## config.mk

```make
export PLATFORM = sky130hd
export DESIGN_NAME = hex_str_ser
export DESIGN_NICKNAME = d
export VERILOG_FILES = /design/src/rtl/hex_str_ser_pkg.sv /design/src/rtl/hex_str_ser_nib2asc.sv /design/src/rtl/hex_str_ser.sv
export SDC_FILE = /design/constraint.sdc
export NUM_CORES = 1
export LEC_CHECK = 0
export BUFFER_PORTS_ARGS = -buffer_cell sky130_fd_sc_hd__buf_2
export CORE_AREA = 8 8 61 63
export CTS_CLUSTER_SIZE = 40
export DETAILED_ROUTE_END_ITERATION = 7
export DIE_AREA = 0 0 69 71
export PLACE_DENSITY = 0.78
export SLEW_MARGIN = 20
export SYNTH_ARGS = -nofsm -noshare
export SYNTH_HDL_FRONTEND = slang
export SYNTH_SLANG_ARGS = --single-unit
```

## constraint.sdc

```tcl
create_clock -name clk -period 4.6 [get_ports clk]
set_clock_uncertainty 0.05 [all_clocks]
set_input_delay 0.23 -clock clk [delete_from_list [all_inputs] [get_ports clk]]
set_output_delay 0.23 -clock clk [all_outputs]
set_load 0.02 [all_outputs]
```

## src/rtl/hex_str_ser_pkg.sv

```systemverilog
// hex_str_ser_pkg
//   Shared constants and types for the hex string serialiser:
//     - ASCII code points used to build the output characters
//     - FSM state encoding (IDLE / PFX0 / PFX1 / DIGIT)
//     - cnt_width(): width of the digit counter, never less than 1 bit
package hex_str_ser_pkg;

    localparam logic [7:0] ASC_0  = 8'h30;  // '0'
    localparam logic [7:0] ASC_LX = 8'h78;  // 'x'
    localparam logic [7:0] ASC_UA = 8'h41;  // 'A'
    localparam logic [7:0] ASC_LA = 8'h61;  // 'a'

    typedef enum logic [1:0] {
        ST_IDLE  = 2'd0,
        ST_PFX0  = 2'd1,
        ST_PFX1  = 2'd2,
        ST_DIGIT = 2'd3
    } state_t;

    // A single-digit word still needs a 1-bit counter so the port widths stay legal.
    function automatic int cnt_width(input int ndig);
        return (ndig > 1) ? $clog2(ndig) : 1;
    endfunction

endpackage

```

## src/rtl/hex_str_ser_nib2asc.sv

```systemverilog
// hex_nib2asc
//   Combinational nibble to ASCII hex digit converter.
//   Ports:
//     nib   in  4  value 0..15
//     lower in  1  1 = 'a'..'f' for 10..15, 0 = 'A'..'F'
//     asc   out 8  ASCII character
module hex_nib2asc
    import hex_str_ser_pkg::*;
(
    input  logic [3:0] nib,
    input  logic       lower,
    output logic [7:0] asc
);

    always_comb begin
        asc = ASC_0;
        if (nib < 4'd10) begin
            asc = ASC_0 + {4'h0, nib};
        end else begin
            asc = (lower ? ASC_LA : ASC_UA) + {4'h0, nib} - 8'd10;
        end
    end

endmodule

```

## src/rtl/hex_str_ser.sv

```systemverilog
// hex_str_ser
//   Accepts one WIDTH-bit word and streams its hexadecimal text MSB-first,
//   one ASCII character per valid/ready handshake. Optional "0x" prefix,
//   lowercase digits, and per-word leading-zero suppression.
//   Parameters:
//     WIDTH  word width, multiple of 4 and >= 4
//     PREFIX 1 = emit "0x" before the digits
//     LOWER  1 = lowercase a-f
//   Ports:
//     clk, reset        clock, synchronous active-high reset
//     din, din_valid    word input; lz_sup sampled together with din
//     din_ready         idle and able to accept a word
//     dout, dout_valid  character output, held stable while stalled
//     dout_ready        consumer takes dout this cycle
//     dout_last         dout is the final character of the word
//     busy              conversion in progress
//   All outputs decode registered state only; no comb path from the inputs.
module hex_str_ser
    import hex_str_ser_pkg::*;
#(
    parameter int WIDTH  = 16,
    parameter int PREFIX = 0,
    parameter int LOWER  = 0
) (
    input  logic             clk,
    input  logic             reset,
    input  logic [WIDTH-1:0] din,
    input  logic             din_valid,
    output logic             din_ready,
    input  logic             lz_sup,
    output logic [7:0]       dout,
    output logic             dout_valid,
    input  logic             dout_ready,
    output logic             dout_last,
    output logic             busy
);

    localparam int NDIG = WIDTH / 4;
    localparam int CW   = cnt_width(NDIG);

    state_t           state_q, state_d;
    logic [WIDTH-1:0] sr_q, sr_d;
    logic [CW-1:0]    cnt_q, cnt_d;
    logic             lz_q, lz_d;

    logic [3:0] nib;
    logic [7:0] nib_asc;
    logic       cnt_zero;
    logic       skip;
    logic       accept;
    logic       xfer;

    assign nib      = sr_q[WIDTH-1 -: 4];
    assign cnt_zero = (cnt_q == '0);
    // A suppressed leading zero: consumes one cycle, produces no character.
    // The final digit is never skipped so an all-zero word still prints "0".
    assign skip     = (state_q == ST_DIGIT) && lz_q && (nib == 4'h0) && !cnt_zero;
    assign accept   = din_valid && din_ready;
    assign xfer     = dout_valid && dout_ready;

    hex_nib2asc u_nib2asc (
        .nib   (nib),
        .lower (LOWER != 0),
        .asc   (nib_asc)
    );

    // State register
    always_ff @(posedge clk) begin
        if (reset) begin
            state_q <= ST_IDLE;
            sr_q    <= '0;
            cnt_q   <= '0;
            lz_q    <= 1'b0;
        end else begin
            state_q <= state_d;
            sr_q    <= sr_d;
            cnt_q   <= cnt_d;
            lz_q    <= lz_d;
        end
    end

    // Next-state logic
    always_comb begin
        state_d = state_q;
        sr_d    = sr_q;
        cnt_d   = cnt_q;
        lz_d    = lz_q;
        unique case (state_q)
            ST_IDLE: begin
                if (accept) begin
                    sr_d    = din;
                    lz_d    = lz_sup;
                    cnt_d   = CW'(NDIG - 1);
                    state_d = (PREFIX != 0) ? ST_PFX0 : ST_DIGIT;
                end
            end
            ST_PFX0: begin
                if (xfer) state_d = ST_PFX1;
            end
            ST_PFX1: begin
                if (xfer) state_d = ST_DIGIT;
            end
            ST_DIGIT: begin
                if (skip) begin
                    sr_d  = sr_q << 4;
                    cnt_d = cnt_q - CW'(1);
                end else if (xfer) begin
                    // Once a digit has been emitted later zeros are significant.
                    lz_d = 1'b0;
                    if (cnt_zero) begin
                        state_d = ST_IDLE;
                    end else begin
                        sr_d  = sr_q << 4;
                        cnt_d = cnt_q - CW'(1);
                    end
                end
            end
            default: state_d = ST_IDLE;
        endcase
    end

    // Output decode
    always_comb begin
        din_ready  = 1'b0;
        dout       = 8'h00;
        dout_valid = 1'b0;
        dout_last  = 1'b0;
        busy       = (state_q != ST_IDLE);
        unique case (state_q)
            ST_IDLE: begin
                din_ready = 1'b1;
            end
            ST_PFX0: begin
                dout       = ASC_0;
                dout_valid = 1'b1;
            end
            ST_PFX1: begin
                dout       = ASC_LX;
                dout_valid = 1'b1;
            end
            ST_DIGIT: begin
                dout_last = cnt_zero;
                if (!skip) begin
                    dout       = nib_asc;
                    dout_valid = 1'b1;
                end
            end
            default: ;
        endcase
    end

endmodule

```

==> Yosys cells after proc, flatten, opt, wreduce, memory -nomap -nowiden <==
Cells that the tools add are included.
{ "totals": {"ff_bits": 21, "input_bits": 21, "out_inout_bits": 12, "elab_cells": 62} }
{ "classes": {"add_sub_neg": 4, "magnitude_cmp": 1, "n_eq_ne": 11, "n_mux": 27, "reduce_logical": 15} }
{ "ops": {"columns": ["operator", "n"], "rows": [
  ["$mux W16", 4],
  ["$pmux W16 S2", 1],
  ["$pmux W8 S3", 1],
  ["$mux W2", 9],
  ["$mux W8", 2],
  ["$ne A2 B2 Y1 const B", 6],
  ["$add A7 B4 Y8 const A", 1],
  ["$pmux W2 S4", 1],
  ["$reduce_and A4 Y1", 2],
  ["$sub A8 B4 Y8 const B", 1],
  ["$add A6 B4 Y7 const A", 1],
  ["$mux W1", 6],
  ["$ne A3 B3 Y1 const B", 2],
  ["$reduce_and A6 Y1", 1],
  ["$logic_and A1 B1 Y1", 5],
  ["$eq A2 B2 Y1 const B", 2],
  ["$logic_not A2 Y1", 2],
  ["$logic_not A4 Y1", 1],
  ["$lt A4 B4 Y1 const B", 1],
  ["$pmux W1 S2", 2],
  ["$pmux W2 S2", 1],
  ["$reduce_bool A2 Y1", 2],
  ["$eq A2 B1 Y1 const B", 1],
  ["$reduce_or A2 Y1", 1],
  ["other kinds (2)", 2]
]} }

==> Logic depth before layout (Yosys ltp) <==
Gate-level depths: netlist of run 1.
{ "logic_depth": {"depth_word": 10, "depth_mapped": 7, "ltp_nobuf": 6} }

==> Cells and area by module <==
From an unflattened synthesis of run 1, not the netlist that was laid out.
{ "hier_totals": {"hier_cells": 162, "hier_area_um2": 1442.6} }
{ "by_module_without_submodules": {"columns": ["module", "instances", "cells_per_inst", "area_per_inst_um2", "seq_area_each_um2"], "rows": [
  ["hex_str_ser", 1, 142, 1323.8, 420.4],
  ["hex_nib2asc", 1, 20, 118.9, 0.0]
]} }

==> Worst setup path after synthesis of run 1 <==
No wires, ideal clock.
{ "synth_path": {"path_type": "register to register", "startpoint": "register state_q[1]", "endpoint": "register sr_q[5]", "setup_ns": 0.086, "arrival_ns": 1.814, "required_ns": 4.464, "slack_ns": 2.650, "stages_incl_launch_ff": 8, "path_buffers": 1, "period_less_slack_ns": 1.950, "cell_sequence": "dfxtp_1 inv_1 ha_1 nand2b_1 a31oi_4 o21ai_1 buf_4 a211oi_1"} }
{ "synth_via": {"word_cells_on_any_way": 20, "classes_between": "eq/ne (6); mux (5); reduce/logical (9)"} }
{ "synth_rtl": {"columns": ["element", "line_no", "rtl"], "rows": [
  ["from (decl)", "hex_str_ser.sv:41", "state_t state_q, state_d;"],
  ["from (signal assigned)", "hex_str_ser.sv:75", "state_q <= state_d;"],
  ["$logic_not A2 Y1", "hex_str_ser.sv:129", "unique case (state_q)"],
  ["$mux W1", "hex_str_ser.sv:129", null],
  ["via din_ready", "hex_str_ser.sv:29", "output logic din_ready,"],
  ["$logic_and A1 B1 Y1", "hex_str_ser.sv:58", "assign accept = din_valid && din_ready;"],
  ["$ne A2 B2 Y1 (no line)", null, null],
  ["$reduce_and A4 Y1 (no line)", null, null],
  ["to (signal assigned)", "hex_str_ser.sv:76", "sr_q <= sr_d;"],
  ["to (decl)", "hex_str_ser.sv:42", "logic [WIDTH-1:0] sr_q, sr_d;"]
]} }
The timed path passes the listed nets, and every way through them passes these cells.
A chain may end at the register's enable or synchronous reset.

==> Worst setup path after layout of run 1 <==
{ "layout_path": {"startpoint": "register state_q[0]", "endpoint": "output port dout[4]"} }
{ "layout_via": {"elab_chain_len": 6, "word_cells_on_any_way": 8, "classes_between": "eq/ne (3); mux (2); reduce/logical (3)"} }
{ "layout_rtl": {"columns": ["element", "line_no", "rtl"], "rows": [
  ["$eq A2 B2 Y1", "hex_str_ser.sv:57, hex_str_ser.sv:129", null],
  ["$logic_and A1 B1 Y1 (3 in series)", "hex_str_ser.sv:57", "assign skip = (state_q == ST_DIGIT) && lz_q && (nib == 4'h0) && !cnt_zero;"],
  ["$mux W8", "hex_str_ser.sv:143", "if (!skip) begin"],
  ["$pmux W8 S3 (*)", "hex_str_ser.sv:129", null],
  ["to (decl)", "hex_str_ser.sv:31", "output logic [7:0] dout,"]
]} }
Mark *: on every way between the ends. The rest lies on a longest branch, timed or not.

==> results.md, run 1 <==
* Number of flops mapped to enable cells by yosys at 0
* Reg2reg path depth at 6
* Clk slew on worst S/H paths at about 120 ps
* First-pass GRT wire length at roughly 6000 um
* Die height at 71 um
* Filler cells at between 200 and 300
* Worst Setup Start Kind: flop
* Drt pass-1 iters at 4
* Layout cells sized above 1 at 0.275
* R2R setup slack at 1900 ps
* Setup_tns at 0 ps
* Drt total wl at 3580 um
* Post-DR wirelength/cell at roughly 16 um
* Arr. time, crit path at roughly 2500 ps
* Overflow after GRT at 0
* CP Data Required Time at 4320 ps
* Final Non-Filler Cells at 222
* Ranking of synthesized cells by area: dfxtp_1, a211oi_2, mux2i_1
* Fin. Hold Viols at 0
* RSZ-0062 raised after global routing: no
* Detailed Route Iter0 Violations at roughly 50
* Final net count at 219
* Worst path slowest cell: ha_1
* CTS hold repair buffers at 0
* Critical R2R Capture: sr_q[5]
* # setup viols final at 0
* Clock Tree Buf Depth at 2
* Worst-case vdd ir drop at 402 uV
* Worst hold path class: in -> reg
* Vias per inst at 5.92
* DPL Wire Length at 2700 um
* Post-Place Cells at approximately 220
* GPL Wtd Cong at 0.848
* Most common flop cell mapped by yosys: dfxtp_1
* Vias in the first global route at around 1400
* Core area at approximately 2900 sq um
* Met1 usage at 0.152
* Area of the multi-input gates at 911 sq um
* Crit path kind: reg -> out
* Vias after detailed routing at 1315
* Synthesis Warnings at 0
* #FFs+latches synth at 21
* Tmin final at 2740 ps
* FFs w/ async S/R, synth at 0
* Sequential area share after synthesis at 0.290
* Worst Hold Launch: lz_sup
* # port buffers at 31
* Synthesized cell area at about 1400 sq um
* Leak at 0.616 nW
* Clock Latency Late Sink at 320 ps
* MaxCap Viol Count at 0
* Post-synth cell types at 38
* R2r startpoint: state_q[0]
* Max incr delay on CP at approximately 530 ps
* CP Max Fanout at 13
* I/O Pins at 33
* Total track usage at 0.144
* Post-synth top cells: dfxtp_1, nor3_1, inv_1
* Yosys top cell area share at 0.290
* Post-CTS sizing at 0
* Power per Cell Area at 570 nW/um^2
* Root Buffer: clkbuf_4
* Final Max Tran Viols at 0
* H-tree levels at 1
* Drt drc at 0
* Tcrit/Tclk final at 0.595
* Post-CTS Setup Inserts at 0
* Critical path capture point type: primary output
* Hold EP: lz_q
* Detail Route Antenna Nets at 0
* Slew margin rel. at 0.392
* Pin count of the biggest net entering global routing at 23
* Initial antenna violation count at 0
* Actual slew at the worst max-slew pin at 906 ps
* Status: finished clean
* Crit-path cells: ha_1, buf_4, o21ai_0, o21a_1, nor2_1, buf_2
* Synthesized area per cell at slightly below 9 sq um
* P&R area growth vs syn at 12.0%
* CTS Buf Count at 3
* Die width at slightly below 70 um
* M3 GR Usage at 0.0476
* GRT busiest layer: met2
* Num Clock Sinks at 21
* Reg area at between 400 and 500 sq um
* Hold path cells at 3
* Gate Count Post-Synth at 163
* Met2 Track Usage GR at 0.245
* Fmax at 0.365 GHz
* Mapped Nets at 192
* Largest area contributor in the netlist: dfxtp_1
* # rows at 20
* TritonCTS clock tree: done
* Initial Util at 0.507
* Count leader, synth: dfxtp_1
* Die area at 4900 sq um
* N_diodes at 0
## metal layers
metal | share of wire | up-vias
met5 | 0 | -
met4 | 0.020 | 0
met3 | 0.053 | 7
met2 | 0.50 | 35
met1 | 0.43 | 623
li1 | - | 650
## cells by family after synthesis
group | synth area share
other cells | 0.00259
mux | 0.0830
buf+inv | 0.0830
xor+xnor | 0.00605
simple gates | 0.188
fa+ha+maj | 0.0691
compound gates | 0.278
flops | 0.290
## registers in the layout, indices dropped and copies added, names as in the netlist
signal   count
sr_q        16
cnt_q        2
state_q      2
lz_q         1
## how the worst max path moves through the flow
stage               slack, ps  startpoint  cells past startpoint  endpoint
finish                   1860  state_q[0]                      6   dout[4]
CTS                      1860  state_q[0]                      4   sr_q[5]
floorplan                2650  state_q[1]                      7   sr_q[5]
global placement         2010  state_q[0]                      4  cnt_q[1]
detailed placement       1870  state_q[0]                      4  cnt_q[1]
global route             1650  state_q[0]                      6   dout[4]
## cell usage in the layout, fill, tap and decap left out, drive strengths merged, types with 3 or more instances in the layout
cell / instances
buf: 32
dfxtp: 21
nand2: 4
a21oi: 12
a211oi: 16
nor2: 9
o21ai: 5
clkbuf: 3
mux2i: 12
nand3: 6
ha: 8
inv: 15
nor3: 19
o211ai: 5
## metrics by stage
| step | setup slack (ps) | cell area [sq um] | utilization | hold slack (ps) | power [mW] |
|---|---|---|---|---|---|
| 6_report | 1860 | 1620 | 0.568 | 110 | 0.925 |
| 5_1_grt | 1650 | 1620 | 0.568 | 107 | 0.993 |
| 4_1_cts | 1860 | 1620 | 0.567 | 103 | 0.920 |
| 3_5_place_dp | 1870 | 1590 | 0.557 | 434 | 0.826 |
| 3_3_place_gp | 2010 | 1590 | 0.557 | 424 | 0.806 |
| 2_1_floorplan | 2650 | 1450 | - | 316 | 0.706 |
## critical path, delay by kind of cell, from the launching register on
family / cells / cell delay (ps)
adders and majority gates: 1 / 530
DFF: 1 / 480
buffers and inverters: 2 / 480
and+or+nand+nor: 1 / 80
AOI/OAI and AO/OA: 2 / 560
## cell type report
type / instances / area share
Clock buffer: 3 / 0.0139
Clock inverter: 1 / 0.00463
Inverter: 15 / 0.0347
Multi-Input combinational cell: 117 / 0.562
Sequential cell: 21 / 0.259
Tap cell: 33 / 0.0255
Timing Repair Buffer: 32 / 0.100
## power breakdown
| group | leakage [nW] | switching (mW) | internal [mW] | total [mW] |
|---|---|---|---|---|
| combinational | 0.429 | 0.335 | 0.208 | 0.543 |
| sequential | 0.173 | 0.0510 | 0.235 | 0.286 |
| clock | 0.0139 | 0.0623 | 0.0333 | 0.0956 |
| total | 0.616 | 0.448 | 0.476 | 0.925 |
(Power assumes the default switching activity.)
==> run 2, diff against run 1 <==
--- a/config.mk
+++ b/config.mk
@@ -5,12 +5,13 @@
 export SDC_FILE = /design/constraint.sdc
 export NUM_CORES = 1
 export LEC_CHECK = 0
+export ABC_AREA = 1
 export BUFFER_PORTS_ARGS = -buffer_cell sky130_fd_sc_hd__buf_2
-export CORE_AREA = 8 8 61 63
+export CORE_AREA = 8 8 64 66
 export CTS_CLUSTER_SIZE = 40
 export DETAILED_ROUTE_END_ITERATION = 7
-export DIE_AREA = 0 0 69 71
-export PLACE_DENSITY = 0.78
+export DIE_AREA = 0 0 72 74
+export PLACE_DENSITY = 0.73
 export SLEW_MARGIN = 20
 export SYNTH_ARGS = -nofsm -noshare
 export SYNTH_HDL_FRONTEND = slang
==> constraint.sdc (replaced) <==
create_clock -name clk -period 2.46 [get_ports clk]
set_clock_uncertainty 0.05 [all_clocks]
set_input_delay 0.123 -clock clk [delete_from_list [all_inputs] [get_ports clk]]
set_output_delay 0.123 -clock clk [all_outputs]
set_load 0.02 [all_outputs]
==> results.md, run 2 <==
* Drt pass-1 iters at 4
* I/O Pins at 33
* Biggest register: sr_q
* Gate power share at 0.643
* Die height at 74 um
* DPL Wire Length at 2250 um
* Final Max Tran Viols at 0
* Post-synth cell types at 27
* Synthesized area per cell at 6.35 sq um
* CP Data Required Time at 2610 ps
* Initial antenna violation count at 0
* CTS Buf Count at 3
* TritonCTS clock tree: done
* Worst path slowest cell: dfxtp_1
* Status: finished clean
* Crit path top cell by count: nand2_4
* Leak at 0.896 nW
* Overflow after GRT at 0
* RSZ-0062 raised after global routing: no
* Pin count of the biggest net entering global routing at 31
* Crit path kind: reg -> reg
* Worst path depth at 12
* Mux cell area share after synthesis at 0
* Die width at a little over 70 um
* Critical R2R Capture: sr_q[6]
* Mapped Nets at 253
* # rows at 21
* Core area at 3180 sq um
* Max reg flops at 16
* Worst Hold Launch: lz_sup
* Drt drc at 0
* Final net count at between 200 and 300
* Critical path capture point type: flop
* Die area at approximately 5300 sq um
* Tmin final at 1980 ps
* # port buffers at 31
* Largest family of logic cells by synthesized area: simple AND/OR/NAND/NOR gates
* Arr. time, crit path at ~2100 ps
* Vias after detailed routing at approximately 1300
* Detail Route Antenna Nets at 0
* Worst hold path class: in -> reg
* Fin. Hold Viols at 0
* Number of flops mapped to enable cells by yosys at 0
* Post-CTS sizing at 0
* Crit-path cells: ha_1, inv_2, nor2_2, nand3_2, nand2_4, nand2_4, nand4_4, nand3_4, nand2_4, nand2_1, nand2_1, nor2_1
* Adder-Cell Fraction of Synth Area at 0.0704
* Hold EP: lz_q
* Ranking of synthesized cells by area: dfxtp_1, nand2_1, nor2_1
* Commonest non-fill, non-tap cell in the layout: nand2_1
* Detailed Route Iter0 Violations at 42
* Sequential area share after synthesis at 0.296
* CTS hold repair buffers at 1
* Largest regs: sr_q (16), cnt_q (2), state_q (2)
* Setup_tns at 0 ps
* Initial Util at 0.447
* Worst Path Buf+Inv at 1
* Fmax at 0.505 GHz
* Worst-case vdd ir drop at 438 uV
* Clock share of power at 0.078
* H-tree levels at 1
* Yosys top cell area share at 0.296
* Count leader, synth: nand2_1
* Num Clock Sinks at 21
* R2r startpoint: state_q[1]
* Synthesized cell area at 1420 sq um
* Largest area contributor in the netlist: dfxtp_1
* Synth Area in Compound Gates at 0.0959
* GPL Wtd Cong at 0.797
* Gate Count Post-Synth at 224
* Worst Setup Start Kind: flop
* Most common flop cell mapped by yosys: dfxtp_1
* Clk slew on worst S/H paths at 120 ps
* Layout cells sized above 1 at 0.190
* Post-synth top cells: nand2_1, nor2_1, inv_1
* P_sw at 1.09 mW
* Hold path cells at 3
* First-pass GRT wire length at 5040 um
* Clock Tree Buf Depth at 2
* Total track usage at 0.114
* Reg2reg path depth at 12
* P&R area growth vs syn at 14.7%
* Tcrit/Tclk final at 0.805
* #FFs+latches synth at 21
* Switch share at 0.516
* Vias in the first global route at between 1000 and 1500
* Synth Area in XOR/XNOR at 0.0123
* N_diodes at 0
* Placement Setup Slack at 487 ps
* Synthesis Warnings at 0
* Power per Cell Area at 1290 nW/um^2
* Max incr delay on CP at 450 ps
* Vias per inst at 4.49
* Most frequent cells in the layout: nand2_1, nor2_1, buf_2
* Synth Area in Simple Gates at 0.402
* Reg power frac at 0.278
* R2R setup slack at 480 ps
* CP delay by family, top: simple AND/OR/NAND/NOR gates
* MaxCap Viol Count at 0
* Setup ws final at approximately 480 ps
* Post-DR wirelength/cell at a little under 10 um
* Drt total wl at slightly below 3000 um
* Root Buffer: clkbuf_4
* CP Max Fanout at 26
* # setup viols final at 0
* Post-CTS Setup Inserts at 0
* Actual slew at the worst max-slew pin at 498 ps
* P_int at 1.02 mW
* Slew margin rel. at 0.666
* FFs w/ async S/R, synth at 0
* Clock Latency Late Sink at 300 ps
[run 2: changes by cell type in the layout (fill, tap and decap cells not counted), moves of 3 or more]
| cell | change |
|---|---|
| inv_1 | +11 |
| o21ai_0 | +7 |
| a211oi_2 | -10 |
| mux2i_1 | -12 |
| a211oi_1 | -6 |
| nor3_1 | -18 |
| nand2_1 | +68 |
| nor2_1 | +26 |
| o211ai_1 | -5 |
| nand2_4 | +3 |
[run 2: logic make-up after synthesis]
| logic type | Yosys count |
|---|---|
| simple gates | 128 |
| buf+inv | 39 |
| compound gates | 25 |
| flops | 21 |
| fa+ha+maj | 8 |
| xor+xnor | 2 |
| other cells | 1 |
[run 2: how the worst max path moves through the flow]
stage	from	slack [ps]	endpoint
after floorplan	state_q[1]	330	dout[1]
after CTS	state_q[1]	460	sr_q[4]
final	state_q[1]	480	sr_q[6]
after global routing	sr_q[13]	230	dout[1]
after detailed placement	state_q[1]	490	sr_q[1]
after global placement	state_q[0]	530	sr_q[14]
[run 2: cell type report]
cell class                      instances  area (sq um)
Clock buffer                            3          22.5
Fill cell                             344          1550
Clock inverter                          1          5.00
Inverter                               29           109
Timing Repair Buffer                   35           188
Tap cell                               46          57.6
Sequential cell                        21           420
Multi-Input combinational cell        164           830
[run 2: stage by stage]
stage / std cells / utilization / total power [mW] / hold WS [ps] / instance area (sq um)
5_1_grt: 299 / 0.513 / 2.35 / 57.3 / 1630
2_1_floorplan: 224 / - / 1.74 / 142 / 1420
3_3_place_gp: 294 / 0.501 / 1.95 / 298 / 1590
3_5_place_dp: 294 / 0.501 / 1.96 / 300 / 1590
6_report: 299 / 0.513 / 2.11 / 45.5 / 1630
4_1_cts: 299 / 0.513 / 2.13 / 46.9 / 1630
[run 2: per-layer routing]
| layer | GRT usage | wire length (um) | vias to the layer above |
|---|---|---|---|
| met3 | 0.0270 | 145 | 2 |
| li1 | - | - | 746 |
| met5 | 0 | 0 | - |
| met1 | 0.139 | 1480 | 570 |
| met4 | 0.0272 | 21 | 0 |
| met2 | 0.198 | 1320 | 25 |
[run 2: power by group through the flow]
stage	clock network, mW	logic (mW)	registers, mW
floorplan	0	1.16	0.575
global placement	0	1.36	0.590
detailed placement	0	1.36	0.596
CTS	0.169	1.37	0.587
global route	0.182	1.56	0.607
finish	0.166	1.36	0.587
[run 2: worst min-delay path, cell delays in order]
cell,delay (ps)
buf_2,100
nand4_1,80
a21oi_1,50
